===== config.mk =====
export PLATFORM = sky130hd
export DESIGN_NAME = ft245_fifo_responder
export DESIGN_NICKNAME = d
export VERILOG_FILES = /design/src/rtl/ft245_fifo_responder.sv
export SDC_FILE = /design/constraint.sdc
export NUM_CORES = 1
export LEC_CHECK = 0
export CORE_ASPECT_RATIO = 1.2
export CORE_MARGIN = 5
export CORE_UTILIZATION = 54
export DETAILED_ROUTE_END_ITERATION = 16
export PLACE_DENSITY = 0.81
export SYNTH_ARGS = -nofsm -noshare
export SYNTH_HDL_FRONTEND = slang
export SYNTH_SLANG_ARGS = --single-unit

===== constraint.sdc =====
create_clock -name clk -period 3.2 [get_ports clk]
set_clock_uncertainty 0.15 [all_clocks]
set_input_delay 0.96 -clock clk [delete_from_list [all_inputs] [get_ports clk]]
set_output_delay 0.96 -clock clk [all_outputs]
set_load 0.03 [all_outputs]

===== src/rtl/ft245_fifo_responder.sv =====
// ---------------------------------------------------------------------------
// ft245_fifo_responder
//
// Device-side model of an FTDI FT245 asynchronous FIFO. It answers the
// RXF_n/RD_n/TXE_n/WR_n pin protocol that the FPGA-side adapters drive.
// Host bytes arrive on an Avalon-ST sink and are served through RXF_n/RD_n.
// Bytes written by the FPGA with WR_n are emitted on an Avalon-ST source.
//
// Ports:
//   clk, rst          clock and synchronous active-low reset
//   oFIFO_RXF_n       low = byte available for the FPGA to read
//   iFIFO_RD_n        read strobe from the FPGA
//   oFIFO_DATA        read data to the FPGA (latched on the RD_n falling edge)
//   oFIFO_TXE_n       low = space available for the FPGA to write
//   iFIFO_WR_n        write strobe from the FPGA
//   iFIFO_DATA        write data from the FPGA
//   iHOST_VALID/oHOST_READY/iHOST_DATA   host-to-FPGA sink (readyLatency 0)
//   oHOST_VALID/iHOST_READY/oHOST_DATA   FPGA-to-host source
//   oRX_LEVEL/oTX_LEVEL                  buffer occupancies
//   oRD_UNDERRUN/oWR_OVERRUN             sticky protocol-violation flags
// ---------------------------------------------------------------------------
module ft245_fifo_responder #(
   parameter int DEPTH_LOG2   = 4,
   parameter int RXF_RECOVERY = 4,
   parameter int TXE_RECOVERY = 4
) (
   input  logic                  clk,
   input  logic                  rst,
   output logic                  oFIFO_RXF_n,
   input  logic                  iFIFO_RD_n,
   output logic [7:0]            oFIFO_DATA,
   output logic                  oFIFO_TXE_n,
   input  logic                  iFIFO_WR_n,
   input  logic [7:0]            iFIFO_DATA,
   input  logic                  iHOST_VALID,
   output logic                  oHOST_READY,
   input  logic [7:0]            iHOST_DATA,
   output logic                  oHOST_VALID,
   input  logic                  iHOST_READY,
   output logic [7:0]            oHOST_DATA,
   output logic [DEPTH_LOG2:0]   oRX_LEVEL,
   output logic [DEPTH_LOG2:0]   oTX_LEVEL,
   output logic                  oRD_UNDERRUN,
   output logic                  oWR_OVERRUN
);

   localparam int DEPTH = 1 << DEPTH_LOG2;
   localparam int LW    = DEPTH_LOG2 + 1;
   localparam int RXW   = (RXF_RECOVERY < 1) ? 1 : $clog2(RXF_RECOVERY + 1);
   localparam int TXW   = (TXE_RECOVERY < 1) ? 1 : $clog2(TXE_RECOVERY + 1);

   localparam logic [LW-1:0]  FULL_LVL    = LW'(DEPTH);
   localparam logic [LW-1:0]  ZERO_LVL    = LW'(0);
   localparam logic [LW-1:0]  ONE_LVL     = LW'(1);
   localparam logic [RXW-1:0] RX_REC_LOAD = RXW'(RXF_RECOVERY);
   localparam logic [RXW-1:0] RX_REC_ONE  = RXW'(1);
   localparam logic [RXW-1:0] RX_REC_ZERO = RXW'(0);
   localparam logic [TXW-1:0] TX_REC_LOAD = TXW'(TXE_RECOVERY);
   localparam logic [TXW-1:0] TX_REC_ONE  = TXW'(1);
   localparam logic [TXW-1:0] TX_REC_ZERO = TXW'(0);
   localparam logic [DEPTH_LOG2-1:0] PTR_ONE = DEPTH_LOG2'(1);

   typedef enum logic [1:0] {
      R_IDLE    = 2'd0,
      R_ACTIVE  = 2'd1,
      R_RECOVER = 2'd2
   } rd_state_t;

   // ------------------------------------------------------------------
   // State
   // ------------------------------------------------------------------
   rd_state_t                r_rd_state;
   logic                     r_rd_prev;
   logic                     r_wr_prev;
   logic                     r_edge_mask;   // first cycle after reset release
   logic [RXW-1:0]           r_rx_rec;
   logic [TXW-1:0]           r_tx_rec;
   logic [7:0]               r_rx_mem [DEPTH];
   logic [7:0]               r_tx_mem [DEPTH];
   logic [DEPTH_LOG2-1:0]    r_rx_wptr;
   logic [DEPTH_LOG2-1:0]    r_rx_rptr;
   logic [DEPTH_LOG2-1:0]    r_tx_wptr;
   logic [DEPTH_LOG2-1:0]    r_tx_rptr;
   logic [LW-1:0]            r_rx_level;
   logic [LW-1:0]            r_tx_level;
   logic [7:0]               r_fifo_data;
   logic                     r_rd_underrun;
   logic                     r_wr_overrun;

   // ------------------------------------------------------------------
   // Combinational signals
   // ------------------------------------------------------------------
   logic                     w_rd_fall;
   logic                     w_rd_rise;
   logic                     w_wr_fall;
   rd_state_t                w_rd_state_nxt;
   logic                     w_rd_start;
   logic                     w_rd_underrun_set;
   logic                     w_rx_pop;
   logic                     w_rx_push;
   logic [RXW-1:0]           w_rx_rec_nxt;
   logic                     w_tx_push;
   logic                     w_tx_pop;
   logic                     w_wr_overrun_set;
   logic [TXW-1:0]           w_tx_rec_nxt;
   logic [LW-1:0]            w_rx_level_nxt;
   logic [LW-1:0]            w_tx_level_nxt;

   // A pin that is already low when reset releases must not look like a
   // falling edge, so falls are masked for the first cycle out of reset.
   assign w_rd_fall = r_rd_prev & ~iFIFO_RD_n & ~r_edge_mask;
   assign w_rd_rise = ~r_rd_prev & iFIFO_RD_n;
   assign w_wr_fall = r_wr_prev & ~iFIFO_WR_n & ~r_edge_mask;

   // Pin flags are decoded from registered state only.
   assign oFIFO_RXF_n = (r_rx_level == ZERO_LVL) | (r_rx_rec != RX_REC_ZERO);
   assign oFIFO_TXE_n = (r_tx_level == FULL_LVL) | (r_tx_rec != TX_REC_ZERO);

   assign oHOST_READY = (r_rx_level < FULL_LVL);
   assign oHOST_VALID = (r_tx_level != ZERO_LVL);
   assign oHOST_DATA  = r_tx_mem[r_tx_rptr];

   assign w_rx_push = iHOST_VALID & oHOST_READY;
   assign w_tx_pop  = oHOST_VALID & iHOST_READY;

   assign oFIFO_DATA   = r_fifo_data;
   assign oRX_LEVEL    = r_rx_level;
   assign oTX_LEVEL    = r_tx_level;
   assign oRD_UNDERRUN = r_rd_underrun;
   assign oWR_OVERRUN  = r_wr_overrun;

   // Read FSM next-state, pop request and RXF recovery countdown.
   always_comb begin
      w_rd_state_nxt    = r_rd_state;
      w_rd_start        = 1'b0;
      w_rd_underrun_set = 1'b0;
      w_rx_pop          = 1'b0;
      w_rx_rec_nxt      = r_rx_rec;
      case (r_rd_state)
         R_IDLE: begin
            if (w_rd_fall) begin
               if (!oFIFO_RXF_n) begin
                  w_rd_start     = 1'b1;
                  w_rd_state_nxt = R_ACTIVE;
               end else begin
                  w_rd_underrun_set = 1'b1;
               end
            end else begin
               w_rd_state_nxt = R_IDLE;
            end
         end
         R_ACTIVE: begin
            // The byte is consumed only when the strobe is released.
            if (w_rd_rise) begin
               w_rx_pop       = 1'b1;
               w_rx_rec_nxt   = RX_REC_LOAD;
               w_rd_state_nxt = R_RECOVER;
            end else begin
               w_rd_state_nxt = R_ACTIVE;
            end
         end
         R_RECOVER: begin
            if (w_rd_fall) begin
               w_rd_underrun_set = 1'b1;
            end else begin
               w_rd_underrun_set = 1'b0;
            end
            if (r_rx_rec <= RX_REC_ONE) begin
               w_rx_rec_nxt   = RX_REC_ZERO;
               w_rd_state_nxt = R_IDLE;
            end else begin
               w_rx_rec_nxt   = r_rx_rec - RX_REC_ONE;
            end
         end
         default: begin
            w_rd_state_nxt = R_IDLE;
            w_rx_rec_nxt   = RX_REC_ZERO;
         end
      endcase
   end

   // Write strobe handling: accept, or flag overrun, plus TXE recovery.
   always_comb begin
      w_tx_push        = 1'b0;
      w_wr_overrun_set = 1'b0;
      w_tx_rec_nxt     = r_tx_rec;
      if (w_wr_fall && !oFIFO_TXE_n) begin
         w_tx_push    = 1'b1;
         w_tx_rec_nxt = TX_REC_LOAD;
      end else if (w_wr_fall) begin
         w_wr_overrun_set = 1'b1;
         if (r_tx_rec != TX_REC_ZERO) begin
            w_tx_rec_nxt = r_tx_rec - TX_REC_ONE;
         end else begin
            w_tx_rec_nxt = TX_REC_ZERO;
         end
      end else if (r_tx_rec != TX_REC_ZERO) begin
         w_tx_rec_nxt = r_tx_rec - TX_REC_ONE;
      end else begin
         w_tx_rec_nxt = TX_REC_ZERO;
      end
   end

   // Occupancy update; a simultaneous push and pop leaves the level as is.
   always_comb begin
      w_rx_level_nxt = r_rx_level;
      w_tx_level_nxt = r_tx_level;
      case ({w_rx_push, w_rx_pop})
         2'b10:   w_rx_level_nxt = r_rx_level + ONE_LVL;
         2'b01:   w_rx_level_nxt = r_rx_level - ONE_LVL;
         default: w_rx_level_nxt = r_rx_level;
      endcase
      case ({w_tx_push, w_tx_pop})
         2'b10:   w_tx_level_nxt = r_tx_level + ONE_LVL;
         2'b01:   w_tx_level_nxt = r_tx_level - ONE_LVL;
         default: w_tx_level_nxt = r_tx_level;
      endcase
   end

   // Pin edge history, reset edge mask and read FSM state register.
   always_ff @(posedge clk) begin
      if (!rst) begin
         r_rd_prev   <= 1'b1;
         r_wr_prev   <= 1'b1;
         r_edge_mask <= 1'b1;
         r_rd_state  <= R_IDLE;
      end else begin
         r_rd_prev   <= iFIFO_RD_n;
         r_wr_prev   <= iFIFO_WR_n;
         r_edge_mask <= 1'b0;
         r_rd_state  <= w_rd_state_nxt;
      end
   end

   // Recovery counters, read data latch and sticky violation flags.
   always_ff @(posedge clk) begin
      if (!rst) begin
         r_rx_rec      <= RX_REC_ZERO;
         r_tx_rec      <= TX_REC_ZERO;
         r_fifo_data   <= 8'h00;
         r_rd_underrun <= 1'b0;
         r_wr_overrun  <= 1'b0;
      end else begin
         r_rx_rec <= w_rx_rec_nxt;
         r_tx_rec <= w_tx_rec_nxt;
         if (w_rd_start) begin
            r_fifo_data <= r_rx_mem[r_rx_rptr];
         end
         if (w_rd_underrun_set) begin
            r_rd_underrun <= 1'b1;
         end
         if (w_wr_overrun_set) begin
            r_wr_overrun <= 1'b1;
         end
      end
   end

   // RX buffer pointers and level.
   always_ff @(posedge clk) begin
      if (!rst) begin
         r_rx_wptr  <= '0;
         r_rx_rptr  <= '0;
         r_rx_level <= ZERO_LVL;
      end else begin
         if (w_rx_push) begin
            r_rx_wptr <= r_rx_wptr + PTR_ONE;
         end
         if (w_rx_pop) begin
            r_rx_rptr <= r_rx_rptr + PTR_ONE;
         end
         r_rx_level <= w_rx_level_nxt;
      end
   end

   // TX buffer pointers and level.
   always_ff @(posedge clk) begin
      if (!rst) begin
         r_tx_wptr  <= '0;
         r_tx_rptr  <= '0;
         r_tx_level <= ZERO_LVL;
      end else begin
         if (w_tx_push) begin
            r_tx_wptr <= r_tx_wptr + PTR_ONE;
         end
         if (w_tx_pop) begin
            r_tx_rptr <= r_tx_rptr + PTR_ONE;
         end
         r_tx_level <= w_tx_level_nxt;
      end
   end

   // Buffer storage; contents survive reset, only the pointers are cleared.
   always_ff @(posedge clk) begin
      if (rst && w_rx_push) begin
         r_rx_mem[r_rx_wptr] <= iHOST_DATA;
      end
      if (rst && w_tx_push) begin
         r_tx_mem[r_tx_wptr] <= iFIFO_DATA;
      end
   end

endmodule

==> run_results.csv <==
group,metric,value,unit
status,status,"finished, violations left",
status,violations,"negative setup slack",
power_and_ir_drop,p_per_area,646.0,nW/µm²
power_and_ir_drop,peakVddDrop,531.5,µV
clock_network,hold_buffers,0,
clock_network,cts_buffer_depth,3,
routing,dr.first_iter.drc_count,445,
sta,worst_slew_pin_slew,0.7262,ns
global_routing,grt-ovfl-total,0,
synth,synthTopCellsByArea,"edfxtp_1, mux4_2, dfxtp_1",
setup_path,critical_path_class,"reg -> out",
sta,fin_ws,-0.2639,ns
sta,slew_violations,0,
synth,ys_async_sr_fraction,0,
sta,rsz0062_at_grt,"true",
setup_path,critPathMaxStageDelay,0.56,ns
synth,syn_area_per_cell,18.08,µm²
global_routing,grt_pass1_vias,6740,
setup_path,slowest_stage,"mux4_2",
power_and_ir_drop,p_leak,0.004844,µW
global_routing,grt_pass1_wl,38.52,mm
clock_network,cts_buffers,28,
synth,synth_top_cell_area_share,0.6207,
synth,yosysTopAreaCell,"edfxtp_1",
setup_path,cp_cell_sequence,"buf_12 > mux4_2 > mux4_2 > buf_6",
die,die-area,26080,µm²
global_routing,grt_util_met2,0.3529,
synth,synth_ff_type,"edfxtp_1",
clock_network,cts_tree,"built",
clock_network,worst_skew_pair.late_latency,0.54,ns
global_routing,use_met1,0.2335,
cells_and_area,final_area,14510,µm²
synth,synth_area,12390,µm²
setup_path,end_kind,"output pin",
cells_and_area,diodes,0,
setup_path,startpoint_type,"flip-flop",
clock_network,cts_sinks,307,
routing,viasPerCell,5.916,
cells_and_area,syn2layout_area_growth,17.18,%
cells_and_area,fin_util,0.6444,
sta,slew_headroom,0.5143,
routing,drt-total-wl,24.46,mm
clock_network,htree_levels,1,
die,die_w,148.3,µm
routing,ant_nets,0,
place,gp_congestion,0.8117,
setup_path,critPathRequiredTime,2.09,ns
global_routing,grtUsageTotal,0.1906,
place,place_ws,-0.3184,ns
sta,finalHoldWorstSlack,0.2669,ns
synth,synth.distinct_cells,59,
place,dpl_cell_area,13580,µm²
run,drv_cap,0,
setup_path,crit_fanout,7,
place,io_buffers,53,
synth,synth-warning-count,0,
die,io_pins,54,
routing,dr.pass1.iters,4,
clock_network,cts_root_buf,"clkbuf_16",
routing,vias,6478,
global_routing,use_met3,0.02555,
place,hpwl,16.23,mm
clock_network,cts_setup_buffers,0,
cells_and_area,layout.nets,843,
die,rows,60,
hold_path,hold_class,"reg -> reg",
routing,avgRoutedWirePerCell,22.34,µm
sta,max_freq,0.2887,GHz
setup_path,worstPathArrival,2.35,ns
clock_network,path_clk_slew,0.06,ns
synth,postSynthNetCount,734,
sta,finalCritPeriodShare,1.082,
synth,syn_inst,685,
synth,yosysSeqAreaShare,0.7031,
setup_path,crit_top_cell,"mux4_2",
global_routing,grt_start_max_net_pins,35,
die,initial_utilization,0.5499,
sta,hold_viol,0,
die,coreArea,22520,µm²
global_routing,top_usage_layer,"met2",
sta,period_needed,3.464,ns
global_routing,antenna_found_initial,0,
synth,ys_ff_latch,307,
cells_and_area,drive_above_1_share,0.2353,
routing,drc,0,
synth,synth_edf_count,256,
die,chipHeight,175.9,µm
sta,setup_viol,8,
where the power goes:
part | switching [µW] | total [µW] | internal (µW)
logic | 864 | 1730 | 866
clock network | 1370 | 3130 | 1770
registers | 88.3 | 4510 | 4420
total | 2320 | 9380 | 7060
metal layers:
metal | share of wire | up-vias
met3 | 0.051 | 42
li1 | - | 2907
met1 | 0.38 | 3314
met5 | 0 | -
met4 | 0.025 | 0
met2 | 0.54 | 215
final timing paths:
kind / cells after the start / end / startpoint / slack, ns
worst max-delay path: 4 / oHOST_DATA[0] / flip-flop / -0.26
worst min-delay path: 1 / r_tx_rec[0] / r_tx_rec[0] / 0.27
worst max register to register: 10 / oTX_LEVEL[4] / oTX_LEVEL[0] / 0.40
worst min register to register: 1 / r_tx_rec[0] / r_tx_rec[0] / 0.27
cells in the final DEF (no fill, tap or decap), types with 3 or more instances in the layout:
cell type        Yosys  final
a21o_1               3      3
a21oi_1             12     11
a221o_1              8      8
a31oi_1              3      3
buf_12               1      3
buf_4                0     56
buf_6                2      8
clkbuf_1            17     11
clkbuf_16            0     29
clkdlybuf4s50_1      0     42
clkinv_1             0      7
dfxtp_1             51     50
edfxtp_1           256    256
ha_1                26     26
inv_1               21     21
mux2_2               8      8
mux2i_1             19     19
mux4_1               7      7
mux4_2              65     65
nand2_1             21     21
nand2b_1             9      9
nand3_1              4      4
nand3b_1             4      4
nand4_1              4      4
nor2_1              54     54
nor2b_1              3      3
nor3_1              17     17
xnor2_1              6      6
xor2_1              10     10
critical path: cells and delay by family, from the launching register on:
family	cells	cell delay (ns)
buffers and inverters	2	0.31
flip-flops	1	0.44
multiplexers	2	1.05
synthesized netlist by cell type (3+ instances only):
| library cell | count |
|---|---|
| edfxtp_1 | 256 |
| mux4_2 | 65 |
| nor2_1 | 54 |
| dfxtp_1 | 51 |
| ha_1 | 26 |
| inv_1 | 21 |
| nand2_1 | 21 |
| mux2i_1 | 19 |
| clkbuf_1 | 17 |
| nor3_1 | 17 |
| a21oi_1 | 12 |
| xor2_1 | 10 |
| nand2b_1 | 9 |
| a221o_1 | 8 |
| buf_1 | 8 |
| mux2_2 | 8 |
| buf_2 | 7 |
| mux4_1 | 7 |
| xnor2_1 | 6 |
| nand3_1 | 4 |
| nand3b_1 | 4 |
| nand4_1 | 4 |
| a21o_1 | 3 |
| a31oi_1 | 3 |
| nor2b_1 | 3 |
| o21ai_1 | 3 |
stage by stage:
| stage | setup TNS, ns | instances | total power (µW) |
|---|---|---|---|
| finish | -1.872 | 1095 | 9376 |
| global route | -2.419 | 1095 | 9759 |
| CTS | -2.161 | 1095 | 9446 |
| detailed placement | -2.164 | 1041 | 6228 |
| global placement | -1.839 | 1041 | 6159 |
| floorplan | 0 | 685 | 5630 |
flip-flops by register name, indices dropped and copies added (netlist names), 5 cells and up, named ones only:
signal	count
r_tx_mem	128
oFIFO_DATA	8
r_rx_mem	128
oRX_LEVEL	5
oTX_LEVEL	5
final cells by class:
| cell class | count | area [µm²] |
|---|---|---|
| fill | 1486 | 8008 |
| clock buffer | 41 | 780.7 |
| clock inverter | 11 | 77.57 |
| timing repair buffer | 114 | 1081 |
| sequential | 307 | 8712 |
| inverter | 22 | 82.58 |
| multi-input combinational | 321 | 3431 |
| tap | 279 | 349.1 |
kinds of logic after synthesis:
group | count (synthesis) | share of synthesized area
AND/OR/NAND/NOR | 131 | 0.05152
multiplexers | 100 | 0.1566
XOR/XNOR | 16 | 0.01131
flip-flops | 307 | 0.7031
buffers and inverters | 57 | 0.02051
AO/OA/AOI/OAI | 47 | 0.02910
adder cells (fa/ha/maj) | 27 | 0.02788
what timing repair did:
action                                  4_1_cts  5_1_grt
pin swaps                                     0        0
resized for setup                            66        0
hold endpoints to repair                      0        0
endpoints found under the setup margin       11        8
gates cloned                                  2        0
(Power assumes the default switching activity.)
